## config.mk

```make
export PLATFORM = sky130hd
export DESIGN_NAME = fp_reg_scoreboard_flat
export DESIGN_NICKNAME = d
export VERILOG_FILES = /design/src/rtl/fp_reg_scoreboard_if.sv /design/src/rtl/fp_reg_scoreboard.sv /design/src/flat_wrapper.sv
export SDC_FILE = /design/constraint.sdc
export NUM_CORES = 2
export LEC_CHECK = 0
export CORE_MARGIN = 2
export CORE_UTILIZATION = 54
export DETAILED_ROUTE_END_ITERATION = 8
export GPL_TIMING_DRIVEN = 0
export PLACE_DENSITY = 0.72
export SYNTH_ARGS = -nofsm -noshare
export SYNTH_HDL_FRONTEND = slang
export SYNTH_SLANG_ARGS = --single-unit
```

## constraint.sdc

```tcl
create_clock -name clk -period 2.7 [get_ports clk]
set_input_delay 0.54 -clock clk [delete_from_list [all_inputs] [get_ports clk]]
set_output_delay 0.54 -clock clk [all_outputs]
set_load 0.01 [all_outputs]
```

## src/rtl/fp_reg_scoreboard_if.sv

```systemverilog
// Issue, writeback and execute-stage signals between the FP issue logic,
// the register scoreboard and the FP ALU.
interface fp_reg_scoreboard_if #(
    parameter int AW = 5
);
    logic          issue_valid;
    logic          issue_ready;
    logic [3:0]    issue_ctrl;
    logic [AW-1:0] rs1_addr;
    logic [AW-1:0] rs2_addr;
    logic [AW-1:0] rd_addr;
    logic          issue_uses_rs2;
    logic          wb_en;
    logic [AW-1:0] wb_addr;
    logic [31:0]   wb_data;
    logic          ex_stall;
    logic          ex_valid;
    logic [31:0]   ex_a;
    logic [31:0]   ex_b;
    logic [3:0]    ex_ctrl;
    logic [AW-1:0] ex_rd;

    // Upstream side: presents ops and writebacks, observes the execute stage.
    modport master (
        output issue_valid, issue_ctrl, rs1_addr, rs2_addr, rd_addr, issue_uses_rs2,
        output wb_en, wb_addr, wb_data, ex_stall,
        input  issue_ready, ex_valid, ex_a, ex_b, ex_ctrl, ex_rd
    );

    // Scoreboard side.
    modport slave (
        input  issue_valid, issue_ctrl, rs1_addr, rs2_addr, rd_addr, issue_uses_rs2,
        input  wb_en, wb_addr, wb_data, ex_stall,
        output issue_ready, ex_valid, ex_a, ex_b, ex_ctrl, ex_rd
    );
endinterface

```

## src/rtl/fp_reg_scoreboard.sv

```systemverilog
// FP register file with a per-register busy scoreboard. Ops are held at issue
// until their sources and destination are free (a same-cycle writeback counts
// as free), then their operands are registered into the execute stage.
module fp_reg_scoreboard #(
    parameter int NUM_REGS = 32,
    parameter int AW       = 5
) (
    input logic                clk,
    input logic                rst,
    fp_reg_scoreboard_if.slave bus
);
    logic [31:0]         regs [NUM_REGS];
    logic [NUM_REGS-1:0] busy;
    logic [NUM_REGS-1:0] busy_next;

    logic          hit1, hit2, hitd;
    logic          raw1, raw2, waw;
    logic          ready;
    logic          accept;
    logic [31:0]   op_a, op_b;

    logic          ex_valid_q;
    logic [31:0]   ex_a_q, ex_b_q;
    logic [3:0]    ex_ctrl_q;
    logic [AW-1:0] ex_rd_q;

    // Operand read with writeback bypass, hazard detection and handshake.
    always_comb begin
        hit1   = bus.wb_en && (bus.wb_addr == bus.rs1_addr);
        hit2   = bus.wb_en && (bus.wb_addr == bus.rs2_addr);
        hitd   = bus.wb_en && (bus.wb_addr == bus.rd_addr);
        raw1   = busy[bus.rs1_addr] && !hit1;
        raw2   = bus.issue_uses_rs2 && busy[bus.rs2_addr] && !hit2;
        waw    = busy[bus.rd_addr] && !hitd;
        ready  = !bus.ex_stall && !raw1 && !raw2 && !waw;
        accept = bus.issue_valid && ready;
        op_a   = hit1 ? bus.wb_data : regs[bus.rs1_addr];
        op_b   = 32'h0;
        if (bus.issue_uses_rs2) begin
            op_b = hit2 ? bus.wb_data : regs[bus.rs2_addr];
        end
    end

    // Next busy vector: writeback clears first so a same-cycle issue to the same
    // destination leaves the bit set.
    always_comb begin
        busy_next = busy;
        if (bus.wb_en) begin
            busy_next[bus.wb_addr] = 1'b0;
        end
        if (accept) begin
            busy_next[bus.rd_addr] = 1'b1;
        end
    end

    // Register file, scoreboard and execute-stage operand registers.
    always_ff @(posedge clk) begin
        if (rst) begin
            for (int i = 0; i < NUM_REGS; i++) begin
                regs[i] <= 32'h0;
            end
            busy       <= '0;
            ex_valid_q <= 1'b0;
            ex_a_q     <= 32'h0;
            ex_b_q     <= 32'h0;
            ex_ctrl_q  <= 4'h0;
            ex_rd_q    <= '0;
        end else begin
            if (bus.wb_en) begin
                regs[bus.wb_addr] <= bus.wb_data;
            end
            busy <= busy_next;
            if (!bus.ex_stall) begin
                ex_valid_q <= accept;
                if (accept) begin
                    ex_a_q    <= op_a;
                    ex_b_q    <= op_b;
                    ex_ctrl_q <= bus.issue_ctrl;
                    ex_rd_q   <= bus.rd_addr;
                end
            end
        end
    end

    assign bus.issue_ready = ready;
    assign bus.ex_valid    = ex_valid_q;
    assign bus.ex_a        = ex_a_q;
    assign bus.ex_b        = ex_b_q;
    assign bus.ex_ctrl     = ex_ctrl_q;
    assign bus.ex_rd       = ex_rd_q;
endmodule

```

## src/flat_wrapper.sv

```systemverilog
// flat-port wrapper written by rule: the top's interface ports become plain ports
module fp_reg_scoreboard_flat 
#(
    parameter int NUM_REGS = 32,
    parameter int AW       = 5
)
  (clk, rst, bus_issue_valid, bus_issue_ctrl, bus_rs1_addr, bus_rs2_addr, bus_rd_addr, bus_issue_uses_rs2, bus_wb_en, bus_wb_addr, bus_wb_data, bus_ex_stall, bus_issue_ready, bus_ex_valid, bus_ex_a, bus_ex_b, bus_ex_ctrl, bus_ex_rd);
  fp_reg_scoreboard_if #(.AW(AW)) bus_i ();
  input logic clk;
  input logic rst;
  input wire logic [$bits(bus_i.issue_valid)-1:0] bus_issue_valid;
  input wire logic [$bits(bus_i.issue_ctrl)-1:0] bus_issue_ctrl;
  input wire logic [$bits(bus_i.rs1_addr)-1:0] bus_rs1_addr;
  input wire logic [$bits(bus_i.rs2_addr)-1:0] bus_rs2_addr;
  input wire logic [$bits(bus_i.rd_addr)-1:0] bus_rd_addr;
  input wire logic [$bits(bus_i.issue_uses_rs2)-1:0] bus_issue_uses_rs2;
  input wire logic [$bits(bus_i.wb_en)-1:0] bus_wb_en;
  input wire logic [$bits(bus_i.wb_addr)-1:0] bus_wb_addr;
  input wire logic [$bits(bus_i.wb_data)-1:0] bus_wb_data;
  input wire logic [$bits(bus_i.ex_stall)-1:0] bus_ex_stall;
  output wire logic [$bits(bus_i.issue_ready)-1:0] bus_issue_ready;
  output wire logic [$bits(bus_i.ex_valid)-1:0] bus_ex_valid;
  output wire logic [$bits(bus_i.ex_a)-1:0] bus_ex_a;
  output wire logic [$bits(bus_i.ex_b)-1:0] bus_ex_b;
  output wire logic [$bits(bus_i.ex_ctrl)-1:0] bus_ex_ctrl;
  output wire logic [$bits(bus_i.ex_rd)-1:0] bus_ex_rd;
  assign bus_i.issue_valid = bus_issue_valid;
  assign bus_i.issue_ctrl = bus_issue_ctrl;
  assign bus_i.rs1_addr = bus_rs1_addr;
  assign bus_i.rs2_addr = bus_rs2_addr;
  assign bus_i.rd_addr = bus_rd_addr;
  assign bus_i.issue_uses_rs2 = bus_issue_uses_rs2;
  assign bus_i.wb_en = bus_wb_en;
  assign bus_i.wb_addr = bus_wb_addr;
  assign bus_i.wb_data = bus_wb_data;
  assign bus_i.ex_stall = bus_ex_stall;
  assign bus_issue_ready = bus_i.issue_ready;
  assign bus_ex_valid = bus_i.ex_valid;
  assign bus_ex_a = bus_i.ex_a;
  assign bus_ex_b = bus_i.ex_b;
  assign bus_ex_ctrl = bus_i.ex_ctrl;
  assign bus_ex_rd = bus_i.ex_rd;
  fp_reg_scoreboard #(.NUM_REGS(NUM_REGS), .AW(AW)) u_core (.clk(clk), .rst(rst), .bus(bus_i));
endmodule
```

==> impl_metrics.ini <==
[floorplan]
row_count = 121
chipHeight_um = 335.2
chipWidth_um = 335.2
core_area_um2 = 108900
floorplan.io_pins = 137
area_of_the_die_um2 = 112400
effective_utilization_at_floorplan_pct = 54.43

[routing]
detail-route-antenna-nets = 0
avgRoutedWirePerCell_um = 41.33
drt_drc_violations_left = 0
drt-vias-per-instance = 7.204
drt_pre_antenna_iters = 7
postRouteWirelength_mm = 240.1
num_vias = 41860
drt_iter0_drcs = 7703

[clock_network]
cts.htree.levels = 3
ctsLongestPathBuffers = 3
tritoncts_clock_tree = yes
post_cts_hold_buffer_count = 0
clk-insertion-delay-late_ns = 0.75
cts_buffers = 118
clockRootBuffer = clkbuf_16
cts_sinks = 1130
clock_input_transition_at_the_sequential_cells_of_the_worst_setup_and_hold_paths_ns = 0.06

[global_routing]
groute.layer.met2.usage_pct = 61.72
grt_first_pass_wirelength_mm = 324.1
grt_use_met3_pct = 15.38
globalRouteOverflowTotal = 0
globalRouteMet1Util_pct = 50.88
grt_max_degree = 34
grt.total_usage_pct = 42.84
gr-max-usage-layer = met2
grt_antenna_before_repair = 13
grt_pass1_vias = 40610

[final_layout]
drive_gt1_share_pct = 26.89
final_nets = 4350
fill_cells = 8029
finish.cell_count_without_fillers = 5810
syn_to_final_growth_pct = 14.83
fin_area_um2 = 68030

[sta]
worst_pin_slew_ns = 1.156
rsz0062_at_grt = true
period_share_pct = 110.8
max-slew-margin-rel_pct = 22.94
hold_slack_ns = 0.1856
hold_violation_count_in_the_final_report = 0
finalClockSkew_ns = 0.02435
fin_tns_setup_ns = -17.87
finalWorstPathRequiredPeriod_ns = 2.991
finalSetupViolations = 388
report.final.slew_viol_count = 0
highest_attainable_clock_frequency_ghz = 0.3343
setup_ws_ns = -0.2913

[placement]
preCtsSetupSlack_ns = -2.223
placedCellCount = 5573
gp_routability_congestion = 1.124
port_buffers = 122
dp_hpwl_mm = 172.4
postPlaceCellArea_um2 = 62930

[logic_synthesis]
synth_cells = 4006
number_of_enable_flip_flop_cells_after_synthesis = 1024
cell_type_with_the_highest_aggregate_area_in_the_netlist = edfxtp_1
synth_top_cells_by_area = edfxtp_1 52%, mux4_2 20%, and2_1 11%, dfxtp_1 3.6%, o22ai_1 2.5%
synth_top_cells_by_count = 1027 x and2_1, 1024 x edfxtp_1, 538 x mux4_2
yosysSeqAreaShare_pct = 55.48
yosys.cell_count.top_type = and2_1
synthesis.yosys.warnings = 0
ys_seq_elements = 1130
synth_top_area_share_pct = 51.90
post_synth.cell_area_avg_um2 = 14.79
mapped_area_um2 = 59240
synth_async_sr_flop_share_pct = 0
netlist-cell-type-count = 44
synth_ff_type = edfxtp_1
syn_nets = 4068

[worst_setup_path]
critPathArrivalTime_ns = 2.45
timing.critical_path.fanout_max = 9
cp-end-kind = output pin
setup.worst_path.start_class = input port
setup.worst_path.class = input port to output pin
critical_path.cell_chain = clkbuf_1 > xor2_1 > nor4_4 > nand3_4 > clkbuf_16 > a31oi_1 > buf_2
crit_slowest_cell = nor4_4
slowest_delay_ns = 0.51
required_ns = 2.16

[power]
power.density_cell_area_nw_per_um2 = 634.4
p_leak_nw = 23.43
vdd.ir_drop.worst_v = 0.0006114

[flow_run]
max_cap_violations = 0

[run_status]
failing_checks = negative setup slack
status = finished, violations left

[worst_hold_path]
min_path_type = input port to register
power breakdown:
group,leakage (nW),switching (mW),internal (mW),total [mW]
combinational,10.9,3.62,2.26,5.88
clock,1.89,7.26,9.53,16.8
sequential,10.6,0.501,20.0,20.5
total,23.4,11.4,31.8,43.2
cells by family after synthesis:
family / Yosys count / share of synthesized area, %
compound gates: 329 / 3.770
buf+inv: 466 / 3.331
simple gates: 1382 / 14.16
mux: 684 / 23.03
flops: 1130 / 55.48
xor+xnor: 15 / 0.2218
per-stage QoR:
stage	util [%]	total power [mW]
after global placement	57.17	25.99
after detailed placement	57.81	26.17
after floorplan	-	23.64
final	62.50	43.16
after CTS	62.14	42.64
after global routing	62.48	43.69
metal layers:
metal  vias up  wire [um]
met5         -         84
li1      15990          -
met2      3949     102200
met4         8      27310
met3      1024      33930
met1     20880      76570
flip-flops by register name, summed over array words and instances (netlist names):
register / cells
u_core.busy: 32
u_core.bus.ex_ctrl: 4
u_core.bus.ex_b: 32
u_core.bus.ex_valid: 1
u_core.regs: 1024
u_core.bus.ex_a: 32
u_core.bus.ex_rd: 5
cell usage in the layout, fill, tap and decap left out, drive strengths merged, types with 14 or more instances in the layout:
master         count
o32ai             32
nor2b             33
or3b              14
nand3b            17
nand3             17
nor4              58
clkbuf           444
a21o              31
buf              171
nand2             43
nand2b            76
edfxtp          1024
and2            1027
dfxtp            106
clkdlybuf4s50    114
mux2i             92
nor2              73
mux2              54
clkinv            52
bufinv            15
o22ai            234
inv               42
mux4             538
final cells by class:
cell class | count | area [um2] | share of cell area [%]
antenna | 7 | 17.52 | 0.02575
buffer | 426 | 2406 | 3.537
clock buffer | 146 | 3089 | 4.541
clock inverter | 75 | 768.2 | 1.129
inverter | 38 | 142.6 | 0.2097
multi-input combinational | 2410 | 25000 | 36.75
sequential | 1130 | 32880 | 48.33
tap | 1414 | 1769 | 2.601
timing repair buffer | 164 | 1959 | 2.880
final timing paths:
path	startpoint	end	slack, ns	cells past startpoint
max	bus_wb_addr[2]	bus_issue_ready	-0.29	7
min	bus_rd_addr[2]	u_core.bus.ex_rd[2]	0.19	3
max reg2reg	u_core.busy[23]	u_core.bus.ex_a[5]	0.06	9
min reg2reg	u_core.bus.ex_ctrl[0]	u_core.bus.ex_ctrl[0]	0.47	2
critical path: cells and delay by family:
family,cells,cell delay (ns)
buffers and inverters,3,0.86
XOR/XNOR,1,0.20
AO/OA/AOI/OAI,1,0.14
AND/OR/NAND/NOR,2,0.69
what timing repair did:
| item | 4_1_cts | 5_1_grt |
|---|---|---|
| resized for setup | 296 | 201 |
| pin swaps | 5 | 4 |
| setup buffers | 9 | 2 |
| cloned | 0 | 0 |
| endpoints found under the setup margin | 722 | 802 |
(Power assumes the default switching activity.)
